===== config.mk =====
export PLATFORM = sky130hd
export DESIGN_NAME = wash_sequencer_flat
export DESIGN_NICKNAME = d
export VERILOG_FILES = /design/src/rtl/wash_sequencer_pkg.sv /design/src/rtl/wash_sequencer_if.sv /design/src/rtl/wash_sequencer_bcd.sv /design/src/rtl/wash_sequencer.sv /design/src/flat_wrapper.sv
export SDC_FILE = /design/constraint.sdc
export NUM_CORES = 1
export LEC_CHECK = 0
export CAP_MARGIN = 10
export CORE_UTILIZATION = 55
export CTS_BUF_LIST = sky130_fd_sc_hd__clkbuf_8
export DETAILED_ROUTE_END_ITERATION = 8
export GPL_TIMING_DRIVEN = 0
export HOLD_SLACK_MARGIN = 0.03
export PLACE_DENSITY = 0.86
export SYNTH_ARGS = -nofsm -noshare
export SYNTH_HDL_FRONTEND = slang
export SYNTH_SLANG_ARGS = --single-unit

===== constraint.sdc =====
create_clock -name clk -period 5.8 [get_ports clk]
set_input_delay 1.74 -clock clk [delete_from_list [all_inputs] [get_ports clk]]
set_output_delay 1.74 -clock clk [all_outputs]
set_load 0.01 [all_outputs]

===== src/rtl/wash_sequencer_pkg.sv =====
// Shared definitions for the wash sequencer: phase encodings and per-mode programme tables.
package wash_pkg;

    typedef enum logic [2:0] {
        PH_IDLE   = 3'd0,
        PH_FILL   = 3'd1,
        PH_WASH   = 3'd2,
        PH_RINSE  = 3'd3,
        PH_SPIN   = 3'd4,
        PH_DRAIN  = 3'd5,
        PH_DONE   = 3'd6,
        PH_PAUSED = 3'd7
    } phase_t;

    function automatic logic [7:0] wash_secs(input logic [1:0] mode);
        case (mode)
            2'b01:   return 8'd5;
            2'b10:   return 8'd8;
            2'b11:   return 8'd12;
            default: return 8'd0;
        endcase
    endfunction

    // Whole-programme totals shown on the display at start, already in BCD.
    function automatic logic [11:0] total_bcd(input logic [1:0] mode);
        case (mode)
            2'b01:   return 12'h020;
            2'b10:   return 12'h023;
            2'b11:   return 12'h027;
            default: return 12'h008;
        endcase
    endfunction

    function automatic phase_t next_phase(input phase_t p);
        case (p)
            PH_FILL:  return PH_WASH;
            PH_WASH:  return PH_RINSE;
            PH_RINSE: return PH_SPIN;
            PH_SPIN:  return PH_DRAIN;
            PH_DRAIN: return PH_DONE;
            default:  return PH_IDLE;
        endcase
    endfunction

    function automatic logic [7:0] light_of(input phase_t p);
        case (p)
            PH_FILL:   return 8'h01;
            PH_WASH:   return 8'h02;
            PH_RINSE:  return 8'h04;
            PH_SPIN:   return 8'h08;
            PH_DRAIN:  return 8'h10;
            PH_PAUSED: return 8'h80;
            default:   return 8'h00;
        endcase
    endfunction

endpackage


===== src/rtl/wash_sequencer_if.sv =====
// Control/status bundle between the billing-side controller and the wash sequencer.
interface wash_sequencer_if;
    logic        start;
    logic [1:0]  mode;
    logic        pause_p;
    logic        door_open;
    logic        busy;
    logic        done;
    logic [2:0]  phase;
    logic [11:0] remain;
    logic [7:0]  ph_light;
    logic        buzz_en;

    modport master (output start, mode, pause_p, door_open,
                    input  busy, done, phase, remain, ph_light, buzz_en);
    modport slave  (input  start, mode, pause_p, door_open,
                    output busy, done, phase, remain, ph_light, buzz_en);
endinterface


===== src/rtl/wash_sequencer_bcd.sv =====
// Three-digit BCD down-counter with load; holds at 000 instead of wrapping.
module bcd_down3 (
    input  logic        clk,
    input  logic        rst,
    input  logic        load,
    input  logic [11:0] load_val,
    input  logic        dec,
    output logic [11:0] q,
    output logic        zero
);
    assign zero = (q == 12'h000);

    always_ff @(posedge clk or posedge rst) begin
        if (rst) begin
            q <= 12'h000;
        end else if (load) begin
            q <= load_val;
        end else if (dec && !zero) begin
            if (q[3:0] != 4'd0) begin
                q[3:0] <= q[3:0] - 4'd1;
            end else begin
                q[3:0] <= 4'd9;
                if (q[7:4] != 4'd0) begin
                    q[7:4] <= q[7:4] - 4'd1;
                end else begin
                    q[7:4]  <= 4'd9;
                    q[11:8] <= q[11:8] - 4'd1;
                end
            end
        end
    end
endmodule


===== src/rtl/wash_sequencer.sv =====
// Wash programme sequencer: 1 s tick divider, phase FSM with pause/resume, BCD time-left display.
module wash_sequencer
    import wash_pkg::*;
#(
    parameter int TICK_DIV = 100_000_000,
    parameter int T_FILL   = 3,
    parameter int T_RINSE  = 4,
    parameter int T_SPIN   = 6,
    parameter int T_DRAIN  = 2,
    parameter int T_DONE   = 3
) (
    input logic              clk,
    input logic              rst,
    wash_sequencer_if.slave  bus
);
    localparam int DW = (TICK_DIV > 1) ? $clog2(TICK_DIV) : 1;

    phase_t        state, saved, nxt_state, nxt_saved, adv, start_ph;
    logic [7:0]    cnt, nxt_cnt, wash_len;
    logic [DW-1:0] div;
    logic          run, counting, tick, start_ok, rem_zero;

    function automatic logic [7:0] dur(input phase_t p, input logic [7:0] wl);
        case (p)
            PH_FILL:  return 8'(T_FILL);
            PH_WASH:  return wl;
            PH_RINSE: return 8'(T_RINSE);
            PH_SPIN:  return 8'(T_SPIN);
            PH_DRAIN: return 8'(T_DRAIN);
            PH_DONE:  return 8'(T_DONE);
            default:  return 8'd0;
        endcase
    endfunction

    assign run      = state inside {PH_FILL, PH_WASH, PH_RINSE, PH_SPIN, PH_DRAIN};
    assign counting = run || (state == PH_DONE);
    assign tick     = counting && (div == DW'(TICK_DIV - 1));
    assign start_ok = (state == PH_IDLE) && bus.start && !bus.door_open;
    assign start_ph = (bus.mode == 2'b00) ? PH_SPIN : PH_FILL;
    assign adv      = next_phase(state);

    always_ff @(posedge clk or posedge rst) begin
        if (rst)
            div <= '0;
        else if (start_ok)
            div <= '0;
        else if (counting)
            div <= tick ? '0 : div + 1'b1;
    end

    // A tick landing together with a pause request is applied first, so the
    // phase saved for resume is the one the tick advanced into.
    always_comb begin
        nxt_state = state;
        nxt_saved = saved;
        nxt_cnt   = cnt;
        case (state)
            PH_IDLE: begin
                if (start_ok) begin
                    nxt_state = start_ph;
                    nxt_cnt   = dur(start_ph, wash_len);
                end
            end
            PH_PAUSED: begin
                if (bus.pause_p && !bus.door_open)
                    nxt_state = saved;
            end
            PH_DONE: begin
                if (tick) begin
                    if (cnt == 8'd1) begin
                        nxt_state = PH_IDLE;
                        nxt_cnt   = 8'd0;
                    end else begin
                        nxt_cnt = cnt - 8'd1;
                    end
                end
            end
            default: begin
                if (tick) begin
                    if (cnt == 8'd1) begin
                        nxt_state = adv;
                        nxt_cnt   = dur(adv, wash_len);
                    end else begin
                        nxt_cnt = cnt - 8'd1;
                    end
                end
                if (nxt_state != PH_DONE && (bus.pause_p || bus.door_open)) begin
                    nxt_saved = nxt_state;
                    nxt_state = PH_PAUSED;
                end
            end
        endcase
    end

    always_ff @(posedge clk or posedge rst) begin
        if (rst) begin
            state        <= PH_IDLE;
            saved        <= PH_IDLE;
            cnt          <= 8'd0;
            wash_len     <= 8'd0;
            bus.busy     <= 1'b0;
            bus.done     <= 1'b0;
            bus.ph_light <= 8'h00;
            bus.buzz_en  <= 1'b0;
        end else begin
            state        <= nxt_state;
            saved        <= nxt_saved;
            cnt          <= nxt_cnt;
            if (start_ok)
                wash_len <= wash_secs(bus.mode);
            bus.busy     <= (nxt_state != PH_IDLE);
            bus.done     <= (nxt_state == PH_DONE) && (state != PH_DONE);
            bus.ph_light <= light_of(nxt_state);
            bus.buzz_en  <= (nxt_state == PH_DONE);
        end
    end

    assign bus.phase = state;

    bcd_down3 u_remain (
        .clk      (clk),
        .rst      (rst),
        .load     (start_ok),
        .load_val (total_bcd(bus.mode)),
        .dec      (tick && run && !rem_zero),
        .q        (bus.remain),
        .zero     (rem_zero)
    );
endmodule

===== src/flat_wrapper.sv =====
// flat-port wrapper written by rule: the top's interface ports become plain ports
module wash_sequencer_flat import wash_pkg::*;
#(
    parameter int TICK_DIV = 100_000_000,
    parameter int T_FILL   = 3,
    parameter int T_RINSE  = 4,
    parameter int T_SPIN   = 6,
    parameter int T_DRAIN  = 2,
    parameter int T_DONE   = 3
)
  (clk, rst, bus_start, bus_mode, bus_pause_p, bus_door_open, bus_busy, bus_done, bus_phase, bus_remain, bus_ph_light, bus_buzz_en);
  wash_sequencer_if bus_i ();
  input logic clk;
  input logic rst;
  input wire logic [$bits(bus_i.start)-1:0] bus_start;
  input wire logic [$bits(bus_i.mode)-1:0] bus_mode;
  input wire logic [$bits(bus_i.pause_p)-1:0] bus_pause_p;
  input wire logic [$bits(bus_i.door_open)-1:0] bus_door_open;
  output wire logic [$bits(bus_i.busy)-1:0] bus_busy;
  output wire logic [$bits(bus_i.done)-1:0] bus_done;
  output wire logic [$bits(bus_i.phase)-1:0] bus_phase;
  output wire logic [$bits(bus_i.remain)-1:0] bus_remain;
  output wire logic [$bits(bus_i.ph_light)-1:0] bus_ph_light;
  output wire logic [$bits(bus_i.buzz_en)-1:0] bus_buzz_en;
  assign bus_i.start = bus_start;
  assign bus_i.mode = bus_mode;
  assign bus_i.pause_p = bus_pause_p;
  assign bus_i.door_open = bus_door_open;
  assign bus_busy = bus_i.busy;
  assign bus_done = bus_i.done;
  assign bus_phase = bus_i.phase;
  assign bus_remain = bus_i.remain;
  assign bus_ph_light = bus_i.ph_light;
  assign bus_buzz_en = bus_i.buzz_en;
  wash_sequencer #(.TICK_DIV(TICK_DIV), .T_FILL(T_FILL), .T_RINSE(T_RINSE), .T_SPIN(T_SPIN), .T_DRAIN(T_DRAIN), .T_DONE(T_DONE)) u_core (.clk(clk), .rst(rst), .bus(bus_i));
endmodule

After elaboration in Yosys (flattened, before gate mapping)
Cells that the tools add are included.

operators by class
  mux-type cells = 31
  bitwise logic cells = 2
  add/sub/neg operators = 5
  reductions and logical operators = 30
  equality and inequality tests = 37

operators with widths
  operator                                                                number
  27-bit 2-to-1 mux                                                       3
  8-bit case mux with 5 select lines                                      2
  8-bit 2-to-1 mux                                                        6
  8-bit case mux with 6 select lines                                      1
  3-bit equality test (second input constant)                             14
  27-bit by 1-bit adder with 27-bit output (second input constant)        1
  27-bit equality test (second input constant)                            1
  3-bit 2-to-1 mux                                                        9
  3-bit by 2-bit equality test with 1-bit output (second input constant)  8
  12-bit 2-to-1 mux                                                       2
  8-bit case mux with 3 select lines                                      1
  6-bit case mux with 3 select lines                                      1
  3-bit case mux with 5 select lines                                      1
  3-bit by 1-bit equality test with 1-bit output (second input constant)  4
  12-bit zero test                                                        1
  4-bit 2-to-1 mux                                                        3
  4-bit case mux with 3 select lines                                      1
  4-bit by 1-bit subtractor with 4-bit output (second input constant)     3
  1-bit logical AND                                                       9
  3-bit case mux with 3 select lines                                      1
  8-bit by 1-bit equality test with 1-bit output (second input constant)  1
  2-bit by 1-bit != test with 1-bit output (second input constant)        4
  4-bit nonzero test                                                      2
  8-bit by 1-bit subtractor with 8-bit output (second input constant)     1
  16 further kinds                                                        25

word-level totals
  register bits = 72
  output and inout port bits = 26

Depth between registers and ports, before layout
Gate-level depths: netlist of run 1.

  depth in word-level cells = 12
  mapped depth = 9

Cells and area by module
Synthesis of run 1 repeated with hierarchy kept, for this count alone.

second synthesis, totals
  cells, all modules = 433
  area, all modules = 3774.9 um2

by module, submodules not included
  module          sequential area each (um2)  cells each  area each (um2)  times used
  wash_sequencer  1326.3                      344         2990.4           1
  bcd_down3       300.3                       89          784.5            1

Worst setup path after synthesis of run 1
No wires, ideal clock.

  kind = input -> register
  from = in bus_door_open
  to = reg u_core.div[23]
  cell stages on the path = 5
  required time = 5.722 ns
  data arrival time = 3.150 ns
  path buffers = 0
  setup slack = 2.572 ns
  path through = nand2b_1 -> a211o_1 -> or3_1 -> or3_1 -> a21oi_1

between the ends
  cells in the longest elaborated chain, start to end = 3
  elaborated cells on any way between the ends = 4
  classes of those cells = mux (1); reduce/logical (3)

RTL lines
  element                                                  RTL line              text
  from (decl)                                              flat_wrapper.sv:18    input wire logic [$bits(bus_i.door_open)-1:0] bus_door_open;
  1-bit zero test *                                        wash_sequencer.sv:38  assign start_ok = (state == PH_IDLE) && bus.start && !bus.door_open;
  1-bit logical AND *                                      wash_sequencer.sv:38
  27-bit 2-to-1 mux or 2-bit nonzero test (tied branches)  -
  to (signal assigned)                                     wash_sequencer.sv:48  div <= tick ? '0 : div + 1'b1;
  to (decl)                                                wash_sequencer.sv:20  logic [DW-1:0] div;

Mark *: on every way between the ends. The rest lies on a longest branch, timed or not.
A chain may end at the register's enable or synchronous reset.

Worst setup path in the final report of run 1
  from = in bus_door_open
  to = reg u_core.div[22]

Same word-level chain as after synthesis.

==> impl_metrics.ini, run 1 <==
[synth]
ys_ff_latch = 65
synth_cells = 413
synth.most_common_cell = nor2_1
synthSimpleGateAreaFrac = 0.282
synth-main-ff-cell = dfrtp_1
ys_seq_area_frac = 0.448
synth-warning-count = 0
synthXorXnorAreaFrac = 0.0723
synthTopCellsByArea = dfrtp_1, nor2_1, xor2_1
synth_edf_count = 0
synth.largest_area_cell = dfrtp_1
yosys-top-cells-count = nor2_1, dfrtp_1, nand2_1
async_flop_share = 1.00
synth_fa_ha_area_frac = 0.0172
syn_avg_cell_area_um2 = 8.80
netlist_area_um2 = 3630
synthMuxAreaShare = 0.00551
synthDistinctLibCells = 54
synth_top_family_by_area = simple AND/OR/NAND/NOR gates
synth_top_area_frac = 0.448
synth_compound_area_frac = 0.131

[floorplan]
die_h_um = 83.3
pin_count = 33
start_util = 0.572
core_area_um2 = 6350
fp.dieW_um = 83.3
rows = 29
die-area_um2 = 6940

[timing]
finalHoldViolCount = 0
fmaxAchievable_mhz = 271
finalCritPeriodShare = 0.637
slew_headroom = 0.454
tightest_slew_ns = 0.812
finalSetupViolations = 0
finalCriticalPeriod_ns = 3.69
drv_slew = 0
fin_tns_setup_ns = 0
rsz0062_at_grt = no
fin_worst_skew_ns = 0.00697
setup_slack_ns = 2.11

[clock_network]
clk_pin_slew_ns = 0.07
cts.path.max_buffers = 2
cts.sinks = 65
root_buffer = clkbuf_8
cts_resized = 0
cts_setup_buffers = 0
cts_hold_buf = 0
cts_buffers = 9
clk_latency_ns = 0.34
cts-htree-levels = 3
cts_tree = yes

[placement]
place_ws_ns = 1.81
gp_congestion = 0.909
hpwl_um = 5960
io_buffers = 30

[flow_run]
drv_cap = 0

[drt]
drc = 0
drtIter0Drc = 228
wl_per_cell_um = 15.6
vias = 3230
ant_nets = 0
wl_um = 8370
dr.pass1.iters = 6
vias_per_cell = 6.03

[critical_path]
worstSetupPathType = in2reg
rr_worst_depth = 7
r2r_end = u_core.bus.done$_DFF_PP0_
cp_max_fo = 7
critPathRequiredTime_ns = 6.02
end_kind = register
start_kind = input pin
r2r_start = u_core.bus.phase[0]$_DFF_PP0_
critPathArrivalTime_ns = 3.91
regToRegSetupSlack_ns = 3.19

[min_path]
hold_path_end = u_core.cnt[7]$_DFFE_PP0P_
hp-start = u_core.cnt[7]$_DFFE_PP0P_
hold_path_depth = 1
hp-class = reg2reg

[final_layout]
fillCellCount = 485
ff_latch_area_um2 = 1630
area_growth_pct = 16.8
multi_input_area_um2 = 1850
drive_gt1_frac = 0.0654
fin_nets = 468
diodes = 0

[global_route]
grt_max_degree = 39
grt_use_total = 0.257
grt_pass1_vias = 3065
gr-total-overflow = 0
antenna_found_initial = 0
grt_pass1_wl_um = 14300

[power]
p_leak_nw = 1.77
p_per_area_nw_per_um2 = 350
total_power_w = 0.00149
ir_drop_mv = 0.264

[outcome]
outcome = completed
## cell usage in the layout (no fill, tap or decap), types with 13 or more instances in the layout
master	n
a21oi_1	16
clkdlybuf4s50_1	30
dfrtp_1	65
inv_1	14
nand2_1	39
nand3_1	22
nor2_1	70
o21ai_0	22
xnor2_1	13
xor2_1	17
## critical path: stages
cell             delay, ns
clkdlybuf4s50_1       0.53
nand2b_1              0.27
a211oi_1              0.50
nand2_1               0.26
nor4_1                0.39
xnor2_1               0.16
nor2_1                0.05
## metrics by stage
step | hold WS (ns) | instance area, um^2 | std cells | util
global route | 0.501 | 4250 | 536 | 0.669
global placement | 0.471 | 4030 | 521 | 0.635
CTS | 0.486 | 4250 | 536 | 0.669
detailed placement | 0.469 | 4050 | 522 | 0.638
finish | 0.483 | 4250 | 536 | 0.669
floorplan | 0.439 | 3640 | 414 | -
## power by group
| group | total, W | internal [W] | leakage, nW | switching (W) |
|---|---|---|---|---|
| registers | 0.000620 | 0.000540 | 0.812 | 0.0000808 |
| clock network | 0.000380 | 0.000207 | 0.0909 | 0.000173 |
| logic | 0.000485 | 0.000213 | 0.863 | 0.000273 |
## cell type report
| cell class | count | area share |
|---|---|---|
| multi-input cells | 314 | 0.436 |
| flip-flops and latches | 65 | 0.383 |
| repair buffers | 31 | 0.0754 |
| clock buffers | 10 | 0.0324 |
| plain buffers | 20 | 0.0242 |
| well taps | 77 | 0.0227 |
| inverters | 15 | 0.0133 |
| clock inverters | 4 | 0.0127 |
## state kept, by name, summed over array words and instances, names as in the netlist
signal and flops:
u_core.div 27, u_core.u_remain.q 12, u_core.cnt 8, u_core.bus.ph_light 6, u_core.bus.phase 3, u_core.saved 3, u_core.wash_len 3, u_core.bus.busy 1
u_core.bus.buzz_en 1, u_core.bus.done 1
## routing by layer
layer	share of wire	global-route usage
met1	0.43	0.338
met2	0.48	0.408
met3	0.066	0.0646
met4	0.018	0.102
met5	0	0
## worst max path at each step
stage / startpoint / endpoint / slack (ns) / cells past startpoint
4_1_cts: bus_door_open / u_core.div[22]$_DFFE_PP0P_ / 2.16 / 7
5_1_grt: bus_door_open / u_core.div[22]$_DFFE_PP0P_ / 1.82 / 7
3_3_place_gp: rst / u_core.saved[1]$_DFFE_PP0P_ / 1.38 / 2
2_1_floorplan: rst / u_core.bus.busy$_DFF_PP0_ / 2.43 / 1
3_5_place_dp: bus_door_open / u_core.div[22]$_DFFE_PP0P_ / 1.81 / 7
6_report: bus_door_open / u_core.div[22]$_DFFE_PP0P_ / 2.11 / 7
## cells by family (layout without fill, tap and decap cells)
kind of cell	count (synthesis)	in the layout
XOR/XNOR	30	30
multiplexers	2	2
buffers and inverters	35	80
flip-flops	65	65
AND/OR/NAND/NOR	201	201
adder cells (fa/ha/maj)	5	5
other	1	2
AO/OA/AOI/OAI	74	74
Note: power is estimated with default switching activity, not from simulation.
==> run 2: changes to the inputs <==
--- a/config.mk
+++ b/config.mk
@@ -6,12 +6,12 @@
 export NUM_CORES = 1
 export LEC_CHECK = 0
 export CAP_MARGIN = 10
-export CORE_UTILIZATION = 55
+export CORE_UTILIZATION = 54
 export CTS_BUF_LIST = sky130_fd_sc_hd__clkbuf_8
 export DETAILED_ROUTE_END_ITERATION = 8
 export GPL_TIMING_DRIVEN = 0
 export HOLD_SLACK_MARGIN = 0.03
-export PLACE_DENSITY = 0.86
+export PLACE_DENSITY = 0.88
 export SYNTH_ARGS = -nofsm -noshare
 export SYNTH_HDL_FRONTEND = slang
 export SYNTH_SLANG_ARGS = --single-unit
==> constraint.sdc (replaced) <==
create_clock -name clk -period 3.3 [get_ports clk]
set_input_delay 0.99 -clock clk [delete_from_list [all_inputs] [get_ports clk]]
set_output_delay 0.99 -clock clk [all_outputs]
set_load 0.01 [all_outputs]
==> run 2 against run 1 <==
Net effect: sequential share of layout area down 0.46 points; total power up 86%; critical endpoint is now u_core.div[25]$_DFFE_PP0P_; clock-buffer cell count down 1; via count down 0.77%; critical path depth down 1; hold slack worse by 0.00053 ns; clock power up 120%; routed wire length down 0.93%; largest cell class unchanged; critical path type unchanged; the run now ends with design-rule violations left; cell area up 1.2%; non-clock buffer count unchanged.
==> impl_metrics.ini, run 2 (same netlist as run 1, synthesis figures left out) <==
[placement]
hpwl_um = 5930
gp_congestion = 0.923
place_ws_ns = 0.0213
dp_cells = 522
io_buffers = 30
dpl_cell_area_um2 = 4050

[outcome]
violations = design-rule violations
outcome = finished with violations

[floorplan]
rows = 29
pin_count = 33
start_util = 0.566
die-area_um2 = 7060
die_h_um = 84.0
fp.dieW_um = 84.0
core_area_um2 = 6420

[critical_path]
cp.buffers_inverters = 1
critPathRequiredTime_ns = 3.57
critPathArrivalTime_ns = 3.24
path_cells = clkdlybuf4s50_1 -> nand2b_1 -> a211o_1 -> or3_1 -> or3_1 -> a21oi_1
cp_max_fo = 7
worstSetupPathType = in2reg
crit_family = simple AND/OR/NAND/NOR gates
crit_top_cell = or3_1
end_kind = register
start_kind = input pin
slowest_delay_ns = 0.54
slowest_stage = clkdlybuf4s50_1

[clock_network]
cts.path.max_buffers = 2
cts_resized = 0
cts.sinks = 65
cts_buffers = 9
cts_tree = yes
root_buffer = clkbuf_8
cts_setup_buffers = 0
clk_pin_slew_ns = 0.07
cts_hold_buf = 0
cts-htree-levels = 3
clk_latency_ns = 0.35

[timing]
rsz0062_at_grt = no
setup_slack_ns = 0.328
finalSetupViolations = 0
tightest_slew_ns = 0.761
finalCritPeriodShare = 0.900
drv_slew = 0
finalCriticalPeriod_ns = 2.97
fin_worst_skew_ns = 0.0139
slew_headroom = 0.489
fin_tns_setup_ns = 0
fmaxAchievable_mhz = 337
finalHoldViolCount = 0

[final_layout]
layout_commonest_cell = nor2_1
top_register = u_core.div
final_cell_mix = nor2_1, dfrtp_1, nand2_1
largestRegisters = u_core.div x27, u_core.u_remain.q x12, u_core.cnt x8
fin_cells = 538
drive_gt1_frac = 0.0694
design_area_um2 = 4300
area_growth_pct = 18.3
largest_reg_flops = 27
diodes = 0
fin_nets = 468

[power]
p_leak_nw = 1.79
p_per_area_nw_per_um2 = 643
ir_drop_mv = 0.332

[global_route]
grt_pass1_wl_um = 14700
antenna_found_initial = 0
grt_max_degree = 35
grt_pass1_vias = 3118
grt_use_total = 0.264
gr-total-overflow = 0

[drt]
ant_nets = 0
drtIter0Drc = 247
wl_um = 8290
drc = 6
wl_per_cell_um = 15.4
vias = 3205
vias_per_cell = 5.96
dr.pass1.iters = 7

[flow_run]
drv_cap = 0

[min_path]
hp-class = reg2reg
-- run 2: changes by cell type in the layout (fill, tap and decap cells not counted) --
cell       before  now
clkbuf_8       10    9
clkinv_2        0    1
bufinv_16       1    3
inv_6           1    0
clkinv_4        0    1
-- run 2: stage by stage --
step           hold slack [ns]   util  total power [W]
2_1_floorplan            0.439      -          0.00161
3_3_place_gp             0.474  0.628          0.00190
3_5_place_dp             0.471  0.631          0.00193
4_1_cts                  0.485  0.669          0.00276
5_1_grt                  0.509  0.669          0.00293
6_report                 0.482  0.669          0.00276
-- run 2: worst paths after layout --
check | startpoint | end | slack (ns) | cells after the start
worst max register to register | u_core.bus.phase[2]$_DFF_PP0_ | u_core.bus.done$_DFF_PP0_ | 0.72 | 7
max in group asynchronous | rst | u_core.cnt[4]$_DFFE_PP0P_ | 1.64 | 3
worst max-delay path | bus_door_open | u_core.div[25]$_DFFE_PP0P_ | 0.33 | 6
min in group asynchronous | rst | u_core.wash_len[3]$_DFFE_PP0P_ | 1.05 | 2
worst min-delay path | u_core.cnt[7]$_DFFE_PP0P_ | u_core.cnt[7]$_DFFE_PP0P_ | 0.48 | 1
worst min register to register | u_core.cnt[7]$_DFFE_PP0P_ | u_core.cnt[7]$_DFFE_PP0P_ | 0.48 | 1
-- run 2: cell type report --
cell class	count	area [um^2]
repair buffers	31	320
flip-flops and latches	65	1630
clock buffers	9	124
clock inverters	7	119
plain buffers	20	103
well taps	77	96.3
multi-input cells	314	1850
inverters	15	56.3
fillers	504	2130
-- run 2: metal layers --
| layer | part of all wire | wire length [um] | track usage | up-vias |
|---|---|---|---|---|
| li1 | - | - | - | 1545 |
| met4 | 0.017 | 143 | 0.113 | 0 |
| met1 | 0.45 | 3700 | 0.340 | 1540 |
| met5 | 0 | 0 | 0 | - |
| met2 | 0.48 | 3970 | 0.434 | 106 |
| met3 | 0.057 | 472 | 0.0544 | 14 |
-- run 2: report_power, final --
group          switching [W]  internal [W]
sequential          0.000140      0.000948
combinational       0.000468      0.000374
clock               0.000334      0.000501
